### src/rtl/pipe_skid_reg_pkg.sv
// Shared definitions for the two-entry pipeline skid register.
// Provides the occupancy state encoding and a state-to-level decode helper.
package pipe_skid_reg_pkg;

    localparam int unsigned LEVEL_W = 2;
    localparam int unsigned STATE_W = 2;

    // Occupancy state; the encoding is fixed so level can be read straight off it.
    typedef enum logic [STATE_W-1:0] {
        ST_EMPTY = 2'b00,
        ST_ONE   = 2'b01,
        ST_TWO   = 2'b10
    } skid_state_e;

    // Number of held entries for a given state.
    function automatic logic [LEVEL_W-1:0] state_level(input skid_state_e st);
        logic [LEVEL_W-1:0] lv;
        lv = LEVEL_W'(0);
        case (st)
            ST_ONE:  lv = LEVEL_W'(1);
            ST_TWO:  lv = LEVEL_W'(2);
            default: lv = LEVEL_W'(0);
        endcase
        return lv;
    endfunction

endpackage : pipe_skid_reg_pkg

### src/rtl/pipe_skid_reg_dffe_sr.sv
// WIDTH-bit data register with load enable, synchronous active-low clear and
// synchronous flush clear; both clears load RESET_VAL.
// Ports:
//   clk   - clock
//   clrn  - synchronous active-low clear (highest priority)
//   flush - synchronous clear (below clrn, above en)
//   en    - load enable
//   d     - next value
//   q     - registered value
module dffe_sr #(
    parameter int unsigned       WIDTH     = 32,
    parameter logic [WIDTH-1:0]  RESET_VAL = '0
) (
    input  logic             clk,
    input  logic             clrn,
    input  logic             flush,
    input  logic             en,
    input  logic [WIDTH-1:0] d,
    output logic [WIDTH-1:0] q
);

    // Clear has priority over flush, flush over load.
    always_ff @(posedge clk) begin
        if (!clrn) begin
            q <= RESET_VAL;
        end else if (flush) begin
            q <= RESET_VAL;
        end else if (en) begin
            q <= d;
        end
    end

endmodule : dffe_sr

### src/rtl/pipe_skid_reg.sv
// Two-entry skid buffer between pipeline stages (main + skid register).
// Sustains one transfer per cycle while in_ready depends only on registered
// state, breaking the combinational ready path from downstream.
// Ports:
//   clk       - clock
//   clrn      - synchronous active-low reset
//   flush     - synchronous discard of all held entries
//   in_valid  - upstream presents in_data
//   in_ready  - block can accept (registered)
//   in_data   - upstream payload
//   out_valid - out_data is valid (registered)
//   out_ready - downstream accepts
//   out_data  - payload, straight from the main register
//   level     - occupancy 0..2 (registered)
module pipe_skid_reg
    import pipe_skid_reg_pkg::*;
#(
    parameter int unsigned      WIDTH     = 32,
    parameter logic [WIDTH-1:0] RESET_VAL = '0
) (
    input  logic               clk,
    input  logic               clrn,
    input  logic               flush,
    input  logic               in_valid,
    output logic               in_ready,
    input  logic [WIDTH-1:0]   in_data,
    output logic               out_valid,
    input  logic               out_ready,
    output logic [WIDTH-1:0]   out_data,
    output logic [LEVEL_W-1:0] level
);

    skid_state_e      state;
    skid_state_e      state_nxt;
    logic             in_acc;
    logic             out_acc;
    logic             main_en;
    logic             main_from_skid;
    logic             skid_en;
    logic [WIDTH-1:0] main_d;
    logic [WIDTH-1:0] skid_q;

    assign in_acc  = in_valid & in_ready;
    assign out_acc = out_valid & out_ready;
    assign main_d  = main_from_skid ? skid_q : in_data;

    // State register.
    always_ff @(posedge clk) begin
        if (!clrn) begin
            state <= ST_EMPTY;
        end else begin
            state <= state_nxt;
        end
    end

    // Next-state and data-path steering.
    always_comb begin
        state_nxt      = state;
        main_en        = 1'b0;
        main_from_skid = 1'b0;
        skid_en        = 1'b0;
        case (state)
            ST_EMPTY: begin
                if (in_acc) begin
                    state_nxt = ST_ONE;
                    main_en   = 1'b1;
                end
            end
            ST_ONE: begin
                if (in_acc && out_acc) begin
                    main_en = 1'b1;
                end else if (in_acc) begin
                    // Downstream stalled: park the new word behind the main entry.
                    state_nxt = ST_TWO;
                    skid_en   = 1'b1;
                end else if (out_acc) begin
                    state_nxt = ST_EMPTY;
                end
            end
            ST_TWO: begin
                if (out_acc) begin
                    state_nxt      = ST_ONE;
                    main_en        = 1'b1;
                    main_from_skid = 1'b1;
                end
            end
            default: begin
                state_nxt = ST_EMPTY;
            end
        endcase
        // Flush wins over normal operation; the data registers clear themselves.
        if (flush) begin
            state_nxt = ST_EMPTY;
        end
    end

    // Handshake and occupancy outputs, registered from the next state so they
    // always mirror the state register.
    always_ff @(posedge clk) begin
        if (!clrn) begin
            in_ready  <= 1'b1;
            out_valid <= 1'b0;
            level     <= LEVEL_W'(0);
        end else begin
            in_ready  <= (state_nxt != ST_TWO);
            out_valid <= (state_nxt != ST_EMPTY);
            level     <= state_level(state_nxt);
        end
    end

    dffe_sr #(
        .WIDTH     (WIDTH),
        .RESET_VAL (RESET_VAL)
    ) u_main (
        .clk   (clk),
        .clrn  (clrn),
        .flush (flush),
        .en    (main_en),
        .d     (main_d),
        .q     (out_data)
    );

    dffe_sr #(
        .WIDTH     (WIDTH),
        .RESET_VAL (RESET_VAL)
    ) u_skid (
        .clk   (clk),
        .clrn  (clrn),
        .flush (flush),
        .en    (skid_en),
        .d     (in_data),
        .q     (skid_q)
    );

endmodule : pipe_skid_reg
### config.mk
export PLATFORM = sky130hd
export DESIGN_NAME = pipe_skid_reg
export DESIGN_NICKNAME = d
export VERILOG_FILES = /design/src/rtl/pipe_skid_reg_pkg.sv /design/src/rtl/pipe_skid_reg_dffe_sr.sv /design/src/rtl/pipe_skid_reg.sv
export SDC_FILE = /design/constraint.sdc
export NUM_CORES = 1
export LEC_CHECK = 0
export ABC_AREA = 1
export CORE_MARGIN = 2
export CORE_UTILIZATION = 35
export DETAILED_ROUTE_END_ITERATION = 16
export GPL_ROUTABILITY_DRIVEN = 0
export PLACE_DENSITY = 0.68
export SYNTH_ARGS = -nofsm -noshare
export SYNTH_HDL_FRONTEND = slang
export SYNTH_SLANG_ARGS = --single-unit
### constraint.sdc
create_clock -name clk -period 2.5 [get_ports clk]
set_input_delay 0.5 -clock clk [delete_from_list [all_inputs] [get_ports clk]]
set_output_delay 0.5 -clock clk [all_outputs]
set_load 0.01 [all_outputs]
==> results.txt <==
The worst path uses 70.2% of the clock period. The largest driver fanout on the critical path is 2, and the net total in the final layout is 586. From bottom edge to top edge, the die measures 97.6 µm. The antenna violation net count after detailed routing is 0, and the post-synthesis cell type count is 18.

Each instance of the synthesized netlist takes up on average 6.41 µm². The count of routing violations after the opening detailed-route iteration came out at 120. The global-route layer with the greatest usage was met2.

In this design, the stage delay of the slowest critical-path cell is 0.55 ns. TritonCTS built the clock tree. The run gives 0.00140 mm² as the flip-flop and latch area. The critical path goes through clkdlybuf4s50_1. Across the run, the number of max-cap violations was 0. Setup repair after global routing left no endpoint under its margin. For this run the aggregate overflow at the end of global routing stands at 0. Post-CTS timing repair inserted 0 buffers for setup. For this configuration, the core starts out at a cell density of 35.7%.

The number of antenna diodes in the final layout is 0. Global routing used 20.2% of the available met1 tracks. The tools report the TritonCTS sink count as 70.

In the final routed layout, each cell accounts on average for 10.8 µm. Clock transition at the registers of the reported paths: 0.08 ns. 73 I/O pins were placed. In this run the critical register-to-register path is launched from out_valid.

The layout overhead on the synthesized area was 33.7%; the detailed-routing iteration count for the pre-antenna-repair pass was 4. The worst setup path is captured at a primary output. The flow ran to the end, and the final reports show no timing, DRC or antenna violations.

The critical path starts at out_valid. For the final database, setup skew stands at 0.00962 ns. For the total count of max-transition violations in the final report, the log shows 0.

The number of clock buffers added by TritonCTS is 9. In the layout the commonest cells are 168 x nand2_1, 128 x nor2_1, 72 x clkdlybuf4s50_1. The multi-input combinational cells in the finished layout cover a total of 0.00136 mm². The power density normalized to cell area is 613 mW/mm².

The total nets after synthesis came out at 516. The tools report the number of placement rows as 34. Classification of the worst setup path: flop to primary output. Among cell families on the critical path, the largest total delay comes from buffers and inverters.

The instance count of the mapped netlist came out at 479. The detailed placer's ending HPWL is 4.83 mm, and the data arrival time of the worst path is 1.25 ns. Register bit total from synthesis: 70. The transition time of the tightest slew-check pin was 0.327 ns.

The number of endpoints with negative hold slack in the final report is 0. Yosys printed 0 warnings. For the worst-skew pair, the clock arrives at the later sink with an insertion delay of 0.34 ns. After synthesis the cells add up to 0.00307 mm². For the summed area of non-filler cells in the final layout, the log shows 0.00410 mm². The clock root buffer was clkbuf_8.

The number of antenna violations at the first check in global routing came out at 0. The met2 capacity usage during global routing was 26.5%. Power comes to 2.51 mW. In the final timing run, aggregate negative setup slack is 0 ns. Number of buffer and inverter instances along the worst setup path: 1. The leakage power of the design came out at 1.98 nW. For the via total after detailed routing, the log shows 2,898. The critical hold path startpoint was u_skid.q[7]. The type of the tightest min-delay check was flop to flop. The largest individual stage delay along the critical path comes from the cell clkdlybuf4s50_1. The tools report the launching element type of the critical path as a flop. Counting the fill cells in the layout gives 864.

The first global-routing pass estimated 12.5 mm of wire. For the worst setup path, the data required time is 2.00 ns. Final hold analysis gives a worst-case slack of 0.512 ns.

Counting along the longest clock path gives a buffer depth of 2. The placeable core region came out at 0.00859 mm². Fraction of met3 tracks used by global routing: 4.17%. Buffers inserted to repair hold after CTS numbered 0.

The sequential-to-total area share from yosys stat was 45.7%. Most common cell after layout, fill and taps aside: nand2_1. In this run the tool buffered the top-level ports with 72 buffer cells.

The tools report the global routing usage summed across all routing layers as 15.9%. The final layout contains routed wiring with a total length of 7.16 mm. VDD sags by at most 292 µV. Cells with a size suffix above 1 make up 7.04% of the layout. For this run, the top clock speed supported by timing is 570 MHz.

The post-route minimum period is 1.75 ns, and the final setup violation count is 0. In the routed design, unresolved DRC markers number 0. Entering global routing, the biggest net connects 35 pins. The tools report the H-tree level count as 3. The core utilization of the finished layout was 47.7%; the routed via count divided by cell count was 4.38. Count of cells resized by post-cts repair: 0. The die is 97.6 µm wide.

The run gives 0.00388 mm² as the area after detailed placement. Headroom to the max-slew limit: 78.2%. The floorplan step defined a die boundary enclosing 0.00953 mm². For the number of global-route vias before repair, the log shows 2,776.
-- area by class of cell --
class	instances	area share, %
inverter	42	3.84
multi-input combinational	342	33.2
clock buffer	10	3.35
timing repair buffer	84	20.1
tap	108	3.29
sequential	70	34.2
clock inverter	6	2.04
-- stage by stage --
step | setup slack (ns) | instances
2_1_floorplan | 1.21 | 479
3_3_place_gp | 0.588 | 646
3_5_place_dp | 0.551 | 646
4_1_cts | 0.741 | 662
5_1_grt | 0.697 | 662
6_report | 0.745 | 662
-- flip-flops by register name, indices dropped and copies added (netlist names) --
register and flops:
level 2, u_skid.q 32, state 2, out_valid 1, u_main.q 32, in_ready 1
-- worst paths after layout --
check | to | slack, ns | cells after the start
setup / recovery | out_valid | 0.75 | 1
hold / removal | u_skid.q[7] | 0.51 | 2
setup reg to reg | out_valid | 1.17 | 6
hold reg to reg | u_skid.q[7] | 0.51 | 2
-- worst min-delay path: stages, from the launching register on --
cell and delay [ns]:
dfxtp_1 0.33, o21ai_1 0.07, nor2_1 0.08
-- cells in the mapped netlist (all sizes together) --
cell type	n	area [µm²]
nand2	173	667
o21ai	33	165
buf	20	134
inv	42	158
nand4	1	6.26
nand3	2	10.0
clkbuf	5	20.0
dfxtp	70	1400
nor2	132	503
a21oi	1	5.00
-- kinds of logic (layout without fill, tap and decap cells) --
group | count (synthesis) | after routing | share of synthesized area (%)
simple gates | 308 | 308 | 38.6
flops | 70 | 70 | 45.7
buf+inv | 67 | 142 | 10.2
compound gates | 34 | 34 | 5.54
-- power by group --
group	internal [mW]	leakage, nW	switching [mW]
Sequential	1.15	0.569	0.0194
Clock	0.587	0.116	0.434
Combinational	0.158	1.29	0.161
-- metal layers --
layer | vias up | wire length [µm]
met2 | 53 | 3290
met1 | 1277 | 3480
li1 | 1560 | -
met5 | - | 0
met4 | 0 | 104
met3 | 8 | 286
Power figures use the tool's default switching activity.
